## src/rtl/program_loader_if.sv

```systemverilog
// Host-side bundle for the program loader: UART byte strobe, run control, CPU status
// and the instruction-memory write port plus loader status outputs.
interface program_loader_if #(
    parameter int ADDR_W = 14
);
    logic              rx_valid;
    logic [7:0]        rx_data;
    logic              start_exec;
    logic              cpu_halt;
    logic              imem_we;
    logic [ADDR_W-1:0] imem_addr;
    logic [31:0]       imem_wdata;
    logic              cpu_rst;
    logic              cpu_run;
    logic              loading;
    logic              load_done;
    logic              error;
    logic [15:0]       word_count;

    modport master (
        output rx_valid, rx_data, start_exec, cpu_halt,
        input  imem_we, imem_addr, imem_wdata, cpu_rst, cpu_run,
               loading, load_done, error, word_count
    );

    modport slave (
        input  rx_valid, rx_data, start_exec, cpu_halt,
        output imem_we, imem_addr, imem_wdata, cpu_rst, cpu_run,
               loading, load_done, error, word_count
    );
endinterface

```

## src/rtl/program_loader.sv

```systemverilog
// Loads a 16-bit word count then big-endian 32-bit words from a UART byte stream into imem.
// One-cycle write latency after the 4th byte; no backpressure, bytes are accepted every cycle.
module program_loader #(
    parameter int ADDR_W  = 14,
    parameter int TIMEOUT = 1000000
) (
    input  logic             CLK,
    input  logic             RESET,
    program_loader_if.slave  bus
);
    localparam int                TO_W      = $clog2(TIMEOUT + 1);
    localparam logic [TO_W-1:0]   TO_LAST   = TO_W'(TIMEOUT - 1);
    localparam logic [16:0]       MAX_WORDS = 17'(1) << ADDR_W;

    typedef enum logic [2:0] {
        S_IDLE,
        S_HDR,
        S_LOAD,
        S_READY,
        S_RUN,
        S_ERROR
    } state_t;

    state_t            state_q, state_d;
    logic [15:0]       n_q, n_d;
    logic [23:0]       shift_q, shift_d;
    logic [1:0]        byte_cnt_q, byte_cnt_d;
    logic [ADDR_W-1:0] word_idx_q, word_idx_d;
    logic [TO_W-1:0]   to_cnt_q, to_cnt_d;
    logic              imem_we_q, imem_we_d;
    logic [ADDR_W-1:0] imem_addr_q, imem_addr_d;
    logic [31:0]       imem_wdata_q, imem_wdata_d;
    logic              cpu_rst_q, cpu_rst_d;
    logic              cpu_run_q, cpu_run_d;
    logic              loading_q, loading_d;
    logic              load_done_q, load_done_d;
    logic              error_q, error_d;

    logic              in_load_phase;
    logic              timed_out;
    logic              last_word;
    logic [15:0]       hdr_n;
    logic [16:0]       idx_next;

    assign in_load_phase = (state_q == S_HDR) || (state_q == S_LOAD);
    // A byte arriving on the expiry cycle takes priority over the timeout.
    assign timed_out     = in_load_phase && !bus.rx_valid && (to_cnt_q == TO_LAST);
    assign hdr_n         = {n_q[15:8], bus.rx_data};
    assign idx_next      = 17'(word_idx_q) + 17'd1;
    assign last_word     = (idx_next == {1'b0, n_q});

    always_comb begin
        state_d      = state_q;
        n_d          = n_q;
        shift_d      = shift_q;
        byte_cnt_d   = byte_cnt_q;
        word_idx_d   = word_idx_q;
        imem_we_d    = 1'b0;
        imem_addr_d  = imem_addr_q;
        imem_wdata_d = imem_wdata_q;
        cpu_rst_d    = 1'b0;
        to_cnt_d     = (bus.rx_valid || !in_load_phase) ? '0 : to_cnt_q + 1'b1;

        case (state_q)
            S_IDLE: begin
                if (bus.rx_valid) begin
                    n_d        = {bus.rx_data, 8'h00};
                    byte_cnt_d = '0;
                    word_idx_d = '0;
                    state_d    = S_HDR;
                end
            end
            S_HDR: begin
                if (bus.rx_valid) begin
                    n_d = hdr_n;
                    if (hdr_n == 16'd0) begin
                        state_d = S_READY;
                    end else if ({1'b0, hdr_n} > MAX_WORDS) begin
                        state_d = S_ERROR;
                    end else begin
                        state_d = S_LOAD;
                    end
                end else if (timed_out) begin
                    state_d = S_ERROR;
                end
            end
            S_LOAD: begin
                if (bus.rx_valid) begin
                    byte_cnt_d = byte_cnt_q + 2'd1;
                    shift_d    = {shift_q[15:0], bus.rx_data};
                    if (byte_cnt_q == 2'd3) begin
                        imem_we_d    = 1'b1;
                        imem_addr_d  = word_idx_q;
                        imem_wdata_d = {shift_q, bus.rx_data};
                        if (last_word) begin
                            state_d = S_READY;
                        end else begin
                            word_idx_d = idx_next[ADDR_W-1:0];
                        end
                    end
                end else if (timed_out) begin
                    state_d = S_ERROR;
                end
            end
            S_READY: begin
                if (bus.start_exec) begin
                    cpu_rst_d = 1'b1;
                    state_d   = S_RUN;
                end else if (bus.rx_valid) begin
                    n_d        = {bus.rx_data, 8'h00};
                    byte_cnt_d = '0;
                    word_idx_d = '0;
                    state_d    = S_HDR;
                end
            end
            S_RUN: begin
                if (bus.cpu_halt) begin
                    state_d = S_READY;
                end
            end
            S_ERROR: begin
                state_d = S_ERROR;
            end
            default: begin
                state_d = S_IDLE;
            end
        endcase

        loading_d   = (state_d == S_HDR) || (state_d == S_LOAD);
        load_done_d = (state_d == S_READY);
        error_d     = (state_d == S_ERROR);
        // The cycle entering RUN carries cpu_rst; execution is enabled from the next one.
        cpu_run_d   = (state_q == S_RUN) && (state_d == S_RUN);
    end

    always_ff @(posedge CLK) begin
        if (RESET) begin
            state_q      <= S_IDLE;
            n_q          <= '0;
            shift_q      <= '0;
            byte_cnt_q   <= '0;
            word_idx_q   <= '0;
            to_cnt_q     <= '0;
            imem_we_q    <= 1'b0;
            imem_addr_q  <= '0;
            imem_wdata_q <= '0;
            cpu_rst_q    <= 1'b1;
            cpu_run_q    <= 1'b0;
            loading_q    <= 1'b0;
            load_done_q  <= 1'b0;
            error_q      <= 1'b0;
        end else begin
            state_q      <= state_d;
            n_q          <= n_d;
            shift_q      <= shift_d;
            byte_cnt_q   <= byte_cnt_d;
            word_idx_q   <= word_idx_d;
            to_cnt_q     <= to_cnt_d;
            imem_we_q    <= imem_we_d;
            imem_addr_q  <= imem_addr_d;
            imem_wdata_q <= imem_wdata_d;
            cpu_rst_q    <= cpu_rst_d;
            cpu_run_q    <= cpu_run_d;
            loading_q    <= loading_d;
            load_done_q  <= load_done_d;
            error_q      <= error_d;
        end
    end

    assign bus.imem_we    = imem_we_q;
    assign bus.imem_addr  = imem_addr_q;
    assign bus.imem_wdata = imem_wdata_q;
    assign bus.cpu_rst    = cpu_rst_q;
    assign bus.cpu_run    = cpu_run_q;
    assign bus.loading    = loading_q;
    assign bus.load_done  = load_done_q;
    assign bus.error      = error_q;
    assign bus.word_count = n_q;
endmodule

```

## src/flat_wrapper.sv

```systemverilog
// flat-port wrapper written by rule: the top's interface ports become plain ports
module program_loader_flat 
#(
    parameter int ADDR_W  = 14,
    parameter int TIMEOUT = 1000000
)
  (CLK, RESET, bus_rx_valid, bus_rx_data, bus_start_exec, bus_cpu_halt, bus_imem_we, bus_imem_addr, bus_imem_wdata, bus_cpu_rst, bus_cpu_run, bus_loading, bus_load_done, bus_error, bus_word_count);
  program_loader_if #(.ADDR_W(ADDR_W)) bus_i ();
  input  logic CLK;
  input  logic RESET;
  input wire logic [$bits(bus_i.rx_valid)-1:0] bus_rx_valid;
  input wire logic [$bits(bus_i.rx_data)-1:0] bus_rx_data;
  input wire logic [$bits(bus_i.start_exec)-1:0] bus_start_exec;
  input wire logic [$bits(bus_i.cpu_halt)-1:0] bus_cpu_halt;
  output wire logic [$bits(bus_i.imem_we)-1:0] bus_imem_we;
  output wire logic [$bits(bus_i.imem_addr)-1:0] bus_imem_addr;
  output wire logic [$bits(bus_i.imem_wdata)-1:0] bus_imem_wdata;
  output wire logic [$bits(bus_i.cpu_rst)-1:0] bus_cpu_rst;
  output wire logic [$bits(bus_i.cpu_run)-1:0] bus_cpu_run;
  output wire logic [$bits(bus_i.loading)-1:0] bus_loading;
  output wire logic [$bits(bus_i.load_done)-1:0] bus_load_done;
  output wire logic [$bits(bus_i.error)-1:0] bus_error;
  output wire logic [$bits(bus_i.word_count)-1:0] bus_word_count;
  assign bus_i.rx_valid = bus_rx_valid;
  assign bus_i.rx_data = bus_rx_data;
  assign bus_i.start_exec = bus_start_exec;
  assign bus_i.cpu_halt = bus_cpu_halt;
  assign bus_imem_we = bus_i.imem_we;
  assign bus_imem_addr = bus_i.imem_addr;
  assign bus_imem_wdata = bus_i.imem_wdata;
  assign bus_cpu_rst = bus_i.cpu_rst;
  assign bus_cpu_run = bus_i.cpu_run;
  assign bus_loading = bus_i.loading;
  assign bus_load_done = bus_i.load_done;
  assign bus_error = bus_i.error;
  assign bus_word_count = bus_i.word_count;
  program_loader #(.ADDR_W(ADDR_W), .TIMEOUT(TIMEOUT)) u_core (.CLK(CLK), .RESET(RESET), .bus(bus_i));
endmodule
```

## config.mk

```make
export PLATFORM = sky130hd
export DESIGN_NAME = program_loader_flat
export DESIGN_NICKNAME = d
export VERILOG_FILES = /design/src/rtl/program_loader_if.sv /design/src/rtl/program_loader.sv /design/src/flat_wrapper.sv
export SDC_FILE = /design/constraint.sdc
export NUM_CORES = 1
export LEC_CHECK = 0
export ABC_AREA = 1
export CAP_MARGIN = 10
export CORE_MARGIN = 10
export CORE_UTILIZATION = 51
export DETAILED_ROUTE_END_ITERATION = 7
export DONT_BUFFER_PORTS = 1
export HOLD_SLACK_MARGIN = 0.02
export PLACE_DENSITY_LB_ADDON = 0.15
export SLEW_MARGIN = 10
export SYNTH_ARGS = -nofsm -noshare
export SYNTH_HDL_FRONTEND = slang
export SYNTH_SLANG_ARGS = --single-unit
```

## constraint.sdc

```tcl
create_clock -name CLK -period 3.32 [get_ports CLK]
set_clock_uncertainty 0.1 [all_clocks]
set_input_delay 0.83 -clock CLK [delete_from_list [all_inputs] [get_ports CLK]]
set_output_delay 0.83 -clock CLK [all_outputs]
set_load 0.03 [all_outputs]
```

## Yosys cells after proc, flatten, opt, wreduce, memory -nomap -nowiden

Index checks and enable logic that the tools add are counted.

- $add $sub $neg: 3
- Magnitude comparators: 1
- Eq/ne operators: 18
- Multiplexer cells: 28
- Bitwise logic cells: 3
- Reduce and logical (&&, ||, !) cells: 21

Operator list:

| operator | number |
|---|---|
| $mux W14 | 5 |
| $pmux W16 S3 | 1 |
| $pmux W14 S3 | 1 |
| $mux W16 | 2 |
| $mux W3 | 10 |
| $add A20 B1 Y20 const B | 1 |
| $eq A20 B20 Y1 const B | 1 |
| $pmux W3 S6 | 1 |
| $eq A17 B16 Y1 | 1 |
| $gt A16 B15 Y1 const B | 1 |
| $logic_not A16 Y1 | 1 |
| $add A14 B1 Y15 const B | 1 |
| $eq A3 B2 Y1 const B | 4 |
| $eq A3 B3 Y1 const B | 4 |
| $reduce_and A3 Y1 | 4 |
| $ne A2 B2 Y1 const B | 5 |
| $mux W8 | 1 |
| $eq A3 B1 Y1 const B | 2 |
| $mux W2 | 3 |
| $pmux W2 S3 | 1 |
| $reduce_bool A3 Y1 | 2 |
| $reduce_and A5 Y1 | 1 |
| $logic_and A1 B1 Y1 | 3 |
| $logic_not A3 Y1 | 1 |
| 10 further kinds | 17 |

- Register bits: 131
- Input port bits: 13
- Output and inout port bits: 68
- Logic and storage cells: 89

## Depth between registers and ports, before layout

- Depth in word-level cells: 9
- Depth in mapped cells: 18
- Depth with buffers taken out: 18

## Worst setup path after synthesis

Ideal clock, no wire load.

- Path kind: input -> register
- From: input bus_rx_valid
- To: register u_core.n_q[12] (netlist: u_core.bus.word_count[12])
- Setup time: 0.070 ns
- Arrival time: 1.939 ns
- Required time: 3.150 ns
- Slack: 1.211 ns
- Cell stages on the path: 7
- Path buffers: 1
- Cell sequence: clkinv_1 > nor2_1 > nand2_1 > o21ai_1 > clkbuf_1 > o21ai_0 > a21oi_1

- Word-level cells in the longest chain between the ends: 3

Ends and longest elaborated chain:

| element | RTL line | source |
|---|---|---|
| start, declared | flat_wrapper.sv:11 | `input wire logic [$bits(bus_i.rx_valid)-1:0] bus_rx_valid;` |
| $mux W16 * | - |  |
| $mux W16 | - |  |
| $pmux W16 S3 * | - |  |
| end signal, assigned | program_loader.sv:154 | `n_q <= n_d;` |
| end, declared | program_loader.sv:25 | `logic [15:0] n_q, n_d;` |

Mark *: on every way between the ends. The rest lies on a longest branch, timed or not. The select of a mux whose other input is x is not followed.
A chain may end at the register's enable or synchronous reset.

## Final worst setup path

- From: register u_core.state_q[1]
- To: register u_core.to_cnt_q[15]

- Word-level cells in the longest chain between the ends: 5
- Elaborated cells between the ends (all ways): 6
- Those cells by class: 2 x eq/ne; 4 x reduce/logical

Ends and longest elaborated chain:

| element | RTL line | source |
|---|---|---|
| start, declared | program_loader.sv:24 | `state_t state_q, state_d;` |
| start signal, assigned | program_loader.sv:153 | `state_q <= state_d;` |
| $eq A3 B1 Y1 or $eq A3 B2 Y1 (tied branches) | program_loader.sv:45 | `assign in_load_phase = (state_q == S_HDR) \|\| (state_q == S_LOAD);` |
| $logic_or A1 B1 Y1 * | program_loader.sv:45 |  |
| $logic_not A1 Y1 * | program_loader.sv:62 | `to_cnt_d = (bus.rx_valid \|\| !in_load_phase) ? '0 : to_cnt_q + 1'b1;` |
| $logic_or A1 B1 Y1 * | program_loader.sv:62 |  |
| $reduce_or A2 Y1 (no line) * | - |  |
| end signal, assigned | program_loader.sv:158 | `to_cnt_q <= to_cnt_d;` |
| end, declared | program_loader.sv:29 | `logic [TO_W-1:0] to_cnt_q, to_cnt_d;` |

Mark *: on every way between the ends. The rest lies on a longest branch, timed or not.

==> impl_metrics.tcl <==
set metrics [dict create \
    syn_nets 835 \
    finalCritPeriodShare_pct 79.2 \
    cts-root-buf "clkbuf_16" \
    hold_violations 0 \
    firstDrtPassIters 5 \
    setup_viol 0 \
    synthCells 819 \
    start_util_pct 51.5 \
    holdCritPathClass "flip-flop to flip-flop" \
    cts_resized 0 \
    maxCapViolations 0 \
    dpl.cell_count 936 \
    peakVddDrop_uv 472 \
    die_h_um 127 \
    grt_antenna_before_repair 0 \
    final.setup.tns_ns 0 \
    postCtsSetupBuffers 0 \
    synth_area_leader_cell "dfxtp_1" \
    arrival_ns 2.90 \
    clock_tree.buffer_depth 2 \
    mostFrequentLayoutCells "170 x nand2_1, 131 x dfxtp_1, 82 x inv_1, 71 x nor2_1, 71 x a21oi_1" \
    first_global_vias 4845 \
    final_common_cell "nand2_1" \
    yosysUniqueCellTypes 38 \
    setup_slack_ns 0.690 \
    fmax_mhz 380 \
    cp_max_fo 20 \
    cp-start-kind "flip-flop" \
    gp_congestion 0.935 \
    ant_nets 0 \
    row_count 39 \
    yosys_warnings 0 \
    synth_area_per_cell_um2 7.13 \
    diodes 0 \
    status "completed" \
    hpwl_um 11500 \
    instances_no_fill 968 \
    via_per_inst 5.49 \
    drtIter0Drc 459 \
    cts-htree-levels 4 \
    grt-ovfl-total 0 \
    clkTransAtPathRegs_ns 0.06 \
    dieWidth_um 127 \
    num-fill-cells 1093 \
    relSlewSlack_pct 33.5 \
    clock_sinks 131 \
    cts_hold_buf 0 \
    drive_gt1_share_pct 8.36 \
    finalCriticalPeriod_ns 2.63 \
    power.leakage_nw 2.50 \
    cts_tree "done" \
    cts_buffers 17 \
    drc_errors 0 \
    insertion_delay_ns 0.42 \
    tightest_slew_ns 0.991 \
    grt_max_degree 81 \
    path_class "flip-flop to flip-flop" \
    grt_pass1_wl_um 25700 \
    core-area_um2 11300 \
    drt_wl_total_um 16000 \
    port_buffers 0 \
    synth_top_cell_area_share_pct 44.9 \
    via_count 5317 \
    synth_area_leaders "dfxtp_1 45%, nand2_1 11%, a21oi_1 6.1%, o21ai_0 5.7%, nand3_1 5.5%" \
    p_per_area_nw_per_um2 721 \
    finalNetCount 828 \
    dieArea_um2 16100 \
    required_ns 3.59 \
    maxSlewViolCount 0 \
    dp_slack_ns 0.724 \
    synth_area_um2 5840 \
    ios 81 \
    rsz0062_at_grt "no" \
    wl_per_cell_um 16.5 \
    syn2layout_area_growth_pct 11.8 \
    grtUsageTotal_pct 19.6 \
    seq_area_frac_synth_pct 44.9 \
    ys_seq_elements 131 \
    endpoint_kind "flip-flop" \
]
metal layers:
| layer | vias up | wire length (um) | track usage, % |
|---|---|---|---|
| met5 | - | 0 | 0 |
| met4 | 0 | 342 | 7.77 |
| met3 | 33 | 1300 | 7.11 |
| met2 | 161 | 7290 | 30.2 |
| met1 | 2419 | 7050 | 24.4 |
| li1 | 2704 | - | - |
logic make-up after synthesis:
| logic type | synth area share (%) |
|---|---|
| simple gates | 30.6 |
| flops | 44.9 |
| buf+inv | 8.55 |
| fa+ha+maj | 0.643 |
| xor+xnor | 0.300 |
| compound gates | 15.0 |
registers in the layout, summed over array words and instances, names as in the netlist:
register,cells
u_core.bus.imem_addr,14
u_core.state_q,3
u_core.bus.error,1
u_core.bus.imem_we,1
u_core.bus.imem_wdata,32
u_core.bus.loading,1
u_core.byte_cnt_q,2
u_core.bus.cpu_rst,1
u_core.shift_q,24
u_core.bus.load_done,1
u_core.bus.cpu_run,1
u_core.bus.word_count,16
u_core.word_idx_q,14
u_core.to_cnt_q,20
final cells by class:
type	count	area [um^2]	area share, %
clock buffer	20	457	7.00
clock inverter	12	145	2.23
inverter	94	353	5.41
multi-input combinational	561	2710	41.6
sequential	131	2620	40.2
tap	143	179	2.74
timing repair buffer	7	52.6	0.806
synth_stat cells:
| library cell | count |
|---|---|
| and2_1 | 1 |
| nor4_1 | 2 |
| nor3b_1 | 3 |
| nand2_2 | 2 |
| or3_1 | 1 |
| o31ai_1 | 1 |
| a211oi_1 | 2 |
| ha_1 | 3 |
| buf_6 | 2 |
| nor2_1 | 71 |
| o21ai_2 | 1 |
| xnor2_1 | 2 |
| nand4_1 | 32 |
| a21oi_1 | 71 |
| buf_1 | 3 |
| nand3_4 | 2 |
| clkbuf_2 | 1 |
| and3_1 | 2 |
| inv_1 | 82 |
| nand3b_1 | 6 |
| nor2_4 | 6 |
| nor3b_2 | 1 |
| buf_4 | 1 |
| nand2_1 | 170 |
| nand3_1 | 64 |
| o21ai_0 | 67 |
| inv_2 | 9 |
| or2_2 | 3 |
| nor3_1 | 13 |
| or2_1 | 1 |
| dfxtp_1 | 131 |
| clkinv_1 | 3 |
| o21a_1 | 2 |
| buf_2 | 2 |
| clkbuf_1 | 24 |
| o21ai_1 | 21 |
| a31oi_1 | 5 |
| nor2_2 | 6 |
final timing paths:
check,slack (ns),start,cells past startpoint,to
max,0.69,u_core.state_q[1],9,u_core.to_cnt_q[15]
min,0.36,u_core.shift_q[10],2,u_core.shift_q[10]
max reg2reg,0.69,u_core.state_q[1],9,u_core.to_cnt_q[15]
min reg2reg,0.36,u_core.shift_q[10],2,u_core.shift_q[10]
power breakdown:
part	total [W]	leakage [nW]	internal [W]	switching (W)
Combinational	0.000929	1.15	0.000294	0.000634
Clock	0.00188	0.288	0.00116	0.000722
Sequential	0.00190	1.06	0.00170	0.000196
critical path, stage by stage, from the launching register on:
cell and delay [ns]:
dfxtp_1 0.38, inv_2 0.05, or2_1 0.23, nor2_2 0.08, buf_4 0.27, inv_2 0.12
o21ai_0 0.35, nand2_1 0.52, a31oi_1 0.32, o21a_1 0.14
per-stage QoR:
stage / util [%] / area [um^2] / power [W] / hold slack (ns)
CTS: 57.6 / 6520 / 0.00472 / 0.367
finish: 57.6 / 6520 / 0.00471 / 0.364
global placement: 52.3 / 5920 / 0.00283 / 0.349
global route: 57.6 / 6520 / 0.00494 / 0.365
floorplan: - / 5840 / 0.00262 / 0.330
detailed placement: 52.3 / 5920 / 0.00284 / 0.359
No activity file was read; power rests on OpenSTA's default activity.
